$ cat src/rtl/xpar_bridge_pkg.sv
// Shared definitions for the external parallel-port bridge.
//
// Contents:
//   - default channel count, wait-state and timeout values
//   - FSM state encoding shared by the bridge and anything that observes its state
//   - clog2_min1(): channel-index width helper that never returns 0
package xpar_bridge_pkg;

  localparam int unsigned XparNChDefault     = 4;
  localparam int unsigned XparWaitDefault    = 1;
  localparam int unsigned XparTimeoutDefault = 64;

  typedef enum logic [1:0] {
    StIdle   = 2'd0,
    StAccess = 2'd1,
    StDone   = 2'd2
  } xpar_state_e;

  // A single channel still needs a 1-bit index field in the address.
  function automatic int unsigned clog2_min1(input int unsigned n);
    return (n > 1) ? $clog2(n) : 1;
  endfunction

endpackage

$ cat src/rtl/xpar_rdmux.sv
// N:1 read-data multiplexer for parallel channels.
//
// Selects the DATA_W-bit slice of a packed channel bus by index. Channel k occupies
// bits [k*DATA_W +: DATA_W]. An index beyond the last channel returns zero.
//
// Ports:
//   data_i  packed read data from all channels
//   sel_i   channel index
//   data_o  selected channel's read data
module xpar_rdmux #(
  parameter int unsigned DATA_W = 32,
  parameter int unsigned N_CH   = 4,
  parameter int unsigned SEL_W  = 2
) (
  input  logic [N_CH*DATA_W-1:0] data_i,
  input  logic [SEL_W-1:0]       sel_i,
  output logic [DATA_W-1:0]      data_o
);

  always_comb begin
    data_o = '0;
    for (int unsigned k = 0; k < N_CH; k++) begin
      if (sel_i == SEL_W'(k)) begin
        data_o = data_i[k*DATA_W +: DATA_W];
      end
    end
  end

endmodule

$ cat src/rtl/xpar_bridge.sv
// Controller-bus to N_CH external parallel channel bridge.
//
// Each access is latched in IDLE, strobed onto exactly one channel for at least
// WAIT_CYC cycles (and, with USE_ACK, until that channel acks), then retired in a
// one-cycle DONE. The controller is stalled from the cycle it presents sel until
// the access leaves ACCESS. An access still pending after TIMEOUT strobe cycles is
// aborted, recorded in sticky err/err_ch, and reads return all ones.
//
// Ports:
//   clk, rst   clock, synchronous active-high reset
//   sel, we    bridge select, write (1) / read (0)
//   addr       {channel, local address}
//   data_in    write data
//   data_out   read data, held until the next read completes
//   stall      controller must hold the bus while high
//   err        sticky timeout flag; err_ch = channel of the last timeout
//   ch_sel     one-hot channel strobe
//   ch_addr    local address to channels
//   ch_out     write data to channels
//   ch_re      read strobe; ch_we write strobe
//   ch_in      packed read data from channels
//   ch_ack     per-channel ready
module xpar_bridge
  import xpar_bridge_pkg::*;
#(
  parameter int unsigned DATA_W   = 32,
  parameter int unsigned ADDR_W   = 12,
  parameter int unsigned N_CH     = XparNChDefault,
  parameter int unsigned CH_W     = clog2_min1(N_CH),
  parameter int unsigned WAIT_CYC = XparWaitDefault,
  parameter bit          USE_ACK  = 1'b1,
  parameter int unsigned TIMEOUT  = XparTimeoutDefault
) (
  input  logic                   clk,
  input  logic                   rst,
  input  logic                   sel,
  input  logic                   we,
  input  logic [ADDR_W-2:0]      addr,
  input  logic [DATA_W-1:0]      data_in,
  output logic [DATA_W-1:0]      data_out,
  output logic                   stall,
  output logic                   err,
  output logic [CH_W-1:0]        err_ch,
  output logic [N_CH-1:0]        ch_sel,
  output logic [ADDR_W-2-CH_W:0] ch_addr,
  output logic [DATA_W-1:0]      ch_out,
  output logic                   ch_re,
  output logic                   ch_we,
  input  logic [N_CH*DATA_W-1:0] ch_in,
  input  logic [N_CH-1:0]        ch_ack
);

  localparam int unsigned LaW  = ADDR_W - 1 - CH_W;
  localparam int unsigned CntW = $clog2(TIMEOUT + 1);
  localparam logic [CntW-1:0] WaitCnt    = CntW'(WAIT_CYC);
  localparam logic [CntW-1:0] TimeoutCnt = CntW'(TIMEOUT);

  xpar_state_e state_q, state_d;
  logic [CntW-1:0]   cnt_q, cnt_d;

  // Latched transaction
  logic [CH_W-1:0]   ch_q, ch_d;
  logic              we_q, we_d;
  logic [LaW-1:0]    laddr_q, laddr_d;
  logic [DATA_W-1:0] wdata_q, wdata_d;

  // Registered outputs
  logic [DATA_W-1:0] data_out_q, data_out_d;
  logic              err_q, err_d;
  logic [CH_W-1:0]   err_ch_q, err_ch_d;
  logic [N_CH-1:0]   ch_sel_q, ch_sel_d;
  logic [LaW-1:0]    ch_addr_q, ch_addr_d;
  logic [DATA_W-1:0] ch_out_q, ch_out_d;
  logic              ch_re_q, ch_re_d;
  logic              ch_we_q, ch_we_d;

  logic [DATA_W-1:0] rd_data;
  logic              ack_sel;
  logic              complete;
  logic              timed_out;
  logic              access_d;

  xpar_rdmux #(
    .DATA_W (DATA_W),
    .N_CH   (N_CH),
    .SEL_W  (CH_W)
  ) u_rdmux (
    .data_i (ch_in),
    .sel_i  (ch_q),
    .data_o (rd_data)
  );

  // Only the addressed channel's ack counts; acks on other channels are ignored.
  always_comb begin
    ack_sel = 1'b0;
    for (int unsigned k = 0; k < N_CH; k++) begin
      if (ch_q == CH_W'(k)) begin
        ack_sel = ch_ack[k];
      end
    end
  end

  assign complete  = (cnt_q >= WaitCnt) && (!USE_ACK || ack_sel);
  // Completion takes priority when both happen on the final strobe cycle.
  assign timed_out = (cnt_q == TimeoutCnt) && !complete;

  always_comb begin
    state_d    = state_q;
    cnt_d      = cnt_q;
    ch_d       = ch_q;
    we_d       = we_q;
    laddr_d    = laddr_q;
    wdata_d    = wdata_q;
    data_out_d = data_out_q;
    err_d      = err_q;
    err_ch_d   = err_ch_q;

    unique case (state_q)
      StIdle: begin
        if (sel) begin
          state_d = StAccess;
          cnt_d   = CntW'(1);
          ch_d    = addr[ADDR_W-2 -: CH_W];
          laddr_d = addr[LaW-1:0];
          we_d    = we;
          wdata_d = data_in;
        end
      end
      StAccess: begin
        if (complete) begin
          if (!we_q) begin
            data_out_d = rd_data;
          end
          state_d = StDone;
        end else if (timed_out) begin
          err_d    = 1'b1;
          err_ch_d = ch_q;
          if (!we_q) begin
            data_out_d = '1;
          end
          state_d = StDone;
        end else if (cnt_q != TimeoutCnt) begin
          cnt_d = cnt_q + CntW'(1);
        end
      end
      StDone: begin
        state_d = StIdle;
      end
      default: begin
        state_d = StIdle;
      end
    endcase
  end

  // Strobes are registered from next-state so they are high exactly while in ACCESS.
  always_comb begin
    access_d  = (state_d == StAccess);
    ch_sel_d  = '0;
    for (int unsigned k = 0; k < N_CH; k++) begin
      ch_sel_d[k] = access_d && (ch_d == CH_W'(k));
    end
    ch_re_d   = access_d && !we_d;
    ch_we_d   = access_d && we_d;
    ch_addr_d = access_d ? laddr_d : '0;
    ch_out_d  = access_d ? wdata_d : '0;
  end

  always_ff @(posedge clk) begin
    if (rst) begin
      state_q    <= StIdle;
      cnt_q      <= '0;
      ch_q       <= '0;
      we_q       <= 1'b0;
      laddr_q    <= '0;
      wdata_q    <= '0;
      data_out_q <= '0;
      err_q      <= 1'b0;
      err_ch_q   <= '0;
      ch_sel_q   <= '0;
      ch_addr_q  <= '0;
      ch_out_q   <= '0;
      ch_re_q    <= 1'b0;
      ch_we_q    <= 1'b0;
    end else begin
      state_q    <= state_d;
      cnt_q      <= cnt_d;
      ch_q       <= ch_d;
      we_q       <= we_d;
      laddr_q    <= laddr_d;
      wdata_q    <= wdata_d;
      data_out_q <= data_out_d;
      err_q      <= err_d;
      err_ch_q   <= err_ch_d;
      ch_sel_q   <= ch_sel_d;
      ch_addr_q  <= ch_addr_d;
      ch_out_q   <= ch_out_d;
      ch_re_q    <= ch_re_d;
      ch_we_q    <= ch_we_d;
    end
  end

  // The controller must see stall in the same cycle it raises sel.
  assign stall    = ((state_q == StIdle) && sel) || (state_q == StAccess);
  assign data_out = data_out_q;
  assign err      = err_q;
  assign err_ch   = err_ch_q;
  assign ch_sel   = ch_sel_q;
  assign ch_addr  = ch_addr_q;
  assign ch_out   = ch_out_q;
  assign ch_re    = ch_re_q;
  assign ch_we    = ch_we_q;

endmodule

$ cat config.mk
export PLATFORM = sky130hd
export DESIGN_NAME = xpar_bridge
export DESIGN_NICKNAME = d
export VERILOG_FILES = /design/src/rtl/xpar_bridge_pkg.sv /design/src/rtl/xpar_rdmux.sv /design/src/rtl/xpar_bridge.sv
export SDC_FILE = /design/constraint.sdc
export NUM_CORES = 1
export LEC_CHECK = 0
export CAP_MARGIN = 40
export CORE_AREA = 2 2 103 105
export DETAILED_ROUTE_END_ITERATION = 8
export DIE_AREA = 0 0 105 107
export DONT_BUFFER_PORTS = 1
export PLACE_DENSITY = 0.69
export SETUP_SLACK_MARGIN = 0.3
export SLEW_MARGIN = 40
export SYNTH_ARGS = -nofsm -noshare
export SYNTH_HDL_FRONTEND = slang
export SYNTH_SLANG_ARGS = --single-unit
$ cat constraint.sdc
create_clock -name clk -period 5.4 [get_ports clk]
set_clock_uncertainty 0.15 [all_clocks]
set_input_delay 0.81 -clock clk [delete_from_list [all_inputs] [get_ports clk]]
set_output_delay 0.81 -clock clk [all_outputs]
set_load 0.02 [all_outputs]
==> flow_summary_export.csv <==
group,metric,value,unit
sta,finalSetupViolCount,0,
pwr,p_sw_share,28.67,%
worst_setup_path,crit_path_start_kind,"register",
worst_setup_path,cp-end-kind,"primary output",
min_path,hold_depth,1,
cts,clk_latency,0.52,ns
pwr,power,0.002457,W
final_layout,fin_util,59.62,%
route,drtIter0Drc,237,
yosys,synth_cell_types,35,
pwr,power.density,408.3,mW/mm^2
final_layout,syn_to_final_growth,11.68,%
worst_setup_path,reg2reg_to,"data_out[2]$_SDFFE_PP0P_",
cts,cts_buffer_depth,2,
worst_setup_path,critPathKind,"register to primary output",
pwr,p_seq_share,46.2,%
global_route,grt_pass1_vias,3889,
global_route,grt_max_degree,90,
worst_setup_path,path_max_fanout,50,
floorplan,start_util,53.38,%
yosys,synth_nets,732,
global_route,antenna_found_initial,2,
cts,cts-buffers-inserted,17,
floorplan,die_w,105,um
sta,relSlewSlack,56.47,%
min_path,hold_path_class,"input port to register",
placement,placement.io_buffers,0,
yosys,synth-seq-cells,135,
placement,globalplace.congestion,0.7989,
outcome,status,"finished, final reports clean",
final_layout,final_cell_mix,"134 x dfxtp_1, 90 x nand2_1, 49 x a21oi_1, 41 x and2_1, 40 x nor2_1",
pwr,combPwrFrac,9.4,%
worst_setup_path,cp.arrival,1.78,ns
worst_setup_path,reg2regPathDepth,6,
pwr,p_leak,2.154,nW
cts,cts_tree,"done",
placement,dp.final_hpwl,9558,um
cts,cts.clk_slew.worst_paths,0.07,ns
worst_setup_path,r2r_slack,2.75,ns
placement,placed_cells,651,
yosys,async_flop_share,0,%
floorplan,die_area,0.01124,mm^2
flow_run,cap_violations,0,
sta,hold-worst-slack,0.2076,ns
yosys,yosysTopAreaCell,"dfxtp_1",
global_route,track_usage,23.86,%
floorplan,row_count,37,
floorplan,io_pins,262,
min_path,min_delay_worst_endpoint,"wdata_q[2]$_SDFF_PP0_",
final_layout,final_nets,716,
final_layout,layout-drive-gt1-share,14.99,%
cts,cts_num_sinks,135,
yosys,ys.flop_type,"dfxtp_1",
worst_setup_path,worstPathRequired,4.44,ns
final_layout,final_cells,684,
sta,rsz0062_at_grt,"false",
cts,postCtsSetupBuffers,0,
route,wl_per_cell,20.01,um
sta,fin_crit,2.743,ns
route,vias_per_cell,5.743,
yosys,netlist_area,0.005388,mm^2
route,firstDrtPassIters,5,
global_route,gr-total-overflow,0,
floorplan,core-area,0.01009,mm^2
global_route,grt_pass1_wl,20570,um
final_layout,layout_commonest_cell,"dfxtp_1",
route,vias,3928,
pwr,p_int,0.001752,W
yosys,synth_area_per_cell,9.796,um^2
route,drt_wl_total,13690,um
yosys,synth_edf_count,0,
pwr,clkPwrFrac,44.4,%
yosys,yosysSeqAreaShare,50.16,%
yosys,yosysWarnings,0,
yosys,synthCells,550,
yosys,synth_area_leaders,"dfxtp_1 50%, mux4_2 14%, nand2_1 6.3%",
pwr,ir_worst_vdd,0.0002793,V
final_layout,multi_input_area,0.002402,mm^2
sta,slew_viol_final,0,
pwr,power.switching,0.0007045,W
floorplan,dieHeight,107,um
cts,ctsHoldBuffers,0,
cts,post_cts_resized,0,
cts,cts_root_buffer,"clkbuf_8",
sta,hold_viol,0,
sta,finalCritPeriodShare,50.80,%
sta,setup_tns,0,ns
min_path,min_from,"rst",
worst_setup_path,r2r-start,"ch_q[0]$_SDFF_PP0_",
sta,tightest_slew,0.6529,ns
cts,htreeDepth,4,
final_layout,regArea,0.002704,mm^2
yosys,synth.top_cell.area_share,50.16,%
route,drtAntennaViolNets,0,
final_layout,fillerInstances,897,
sta,max_clock_freq,364.6,MHz
route,drc,0,
## power by group through the flow
stage	combinational, W	sequential, W	clock [W]
global placement	0.000224	0.00116	0
CTS	0.000233	0.00114	0.00112
global route	0.000256	0.00114	0.00116
floorplan	0.000200	0.00114	0
detailed placement	0.000231	0.00116	0
finish	0.000230	0.00113	0.00109
## flip-flops by register name (all words and copies together) (netlist names)
name and count:
ch_sel 4, ch_we 1, ch_addr 9, data_out 32
ch_re 1, wdata_q 32, we_q 1, state_q 2
cnt_q 7, err_ch 2, ch_q 2, ch_out 32
laddr_q 9, err 1
## logic make-up after synthesis
family          count (synthesis)  share of synthesized area [%]
simple gates                  200                          17.23
flops                         135                          50.16
compound gates                101                          12.10
buf+inv                        75                          5.457
mux                            36                          14.35
fa+ha+maj                       3                         0.6968
## worst max path at each step
stage,startpoint,end,slack (ns)
floorplan,sel,stall,2.70
detailed placement,sel,stall,2.70
CTS,state_q[0]$_SDFF_PP0_,stall,2.62
global placement,sel,stall,2.37
finish,state_q[0]$_SDFF_PP0_,stall,2.66
global route,state_q[0]$_SDFF_PP0_,stall,2.55
## worst max-delay path: stages, from the launching register on
cell and delay, ns:
dfxtp_1 0.35, or3b_4 0.65, nand2_1 0.27
## synth_stat cells, types with 4 or more instances
cell type    n
o211ai_1     4
clkbuf_1    28
dfxtp_1    135
or4_1        5
inv_1       34
a211oi_1    33
nor3_1       6
nand2_1     90
mux4_2      33
and2_1      41
nor2_1      40
a21oi_1     49
buf_2       10
## routing by layer
layer	vias up	share of wire (%)	GRT usage, %
met5	-	0.095	0
met4	2	2.4	9.810
met2	190	50	39.05
li1	1853	-	-
met3	30	10	11.55
met1	1853	38	26.69
## stage by stage
| stage | setup WS, ns | area, um^2 |
|---|---|---|
| 4_1_cts | 2.618 | 6015 |
| 3_3_place_gp | 2.369 | 5446 |
| 2_1_floorplan | 2.705 | 5388 |
| 5_1_grt | 2.550 | 6017 |
| 6_report | 2.657 | 6017 |
| 3_5_place_dp | 2.705 | 5449 |
## layout make-up
class	count	share of cell area (%)
Tap cell	136	2.828
Clock buffer	17	6.883
Inverter	34	2.121
Timing Repair Buffer	6	0.7486
Clock inverter	15	2.516
Antenna cell	1	0.04159
Multi-Input combinational cell	340	39.93
Sequential cell	135	44.94
Power figures use the tool's default switching activity.
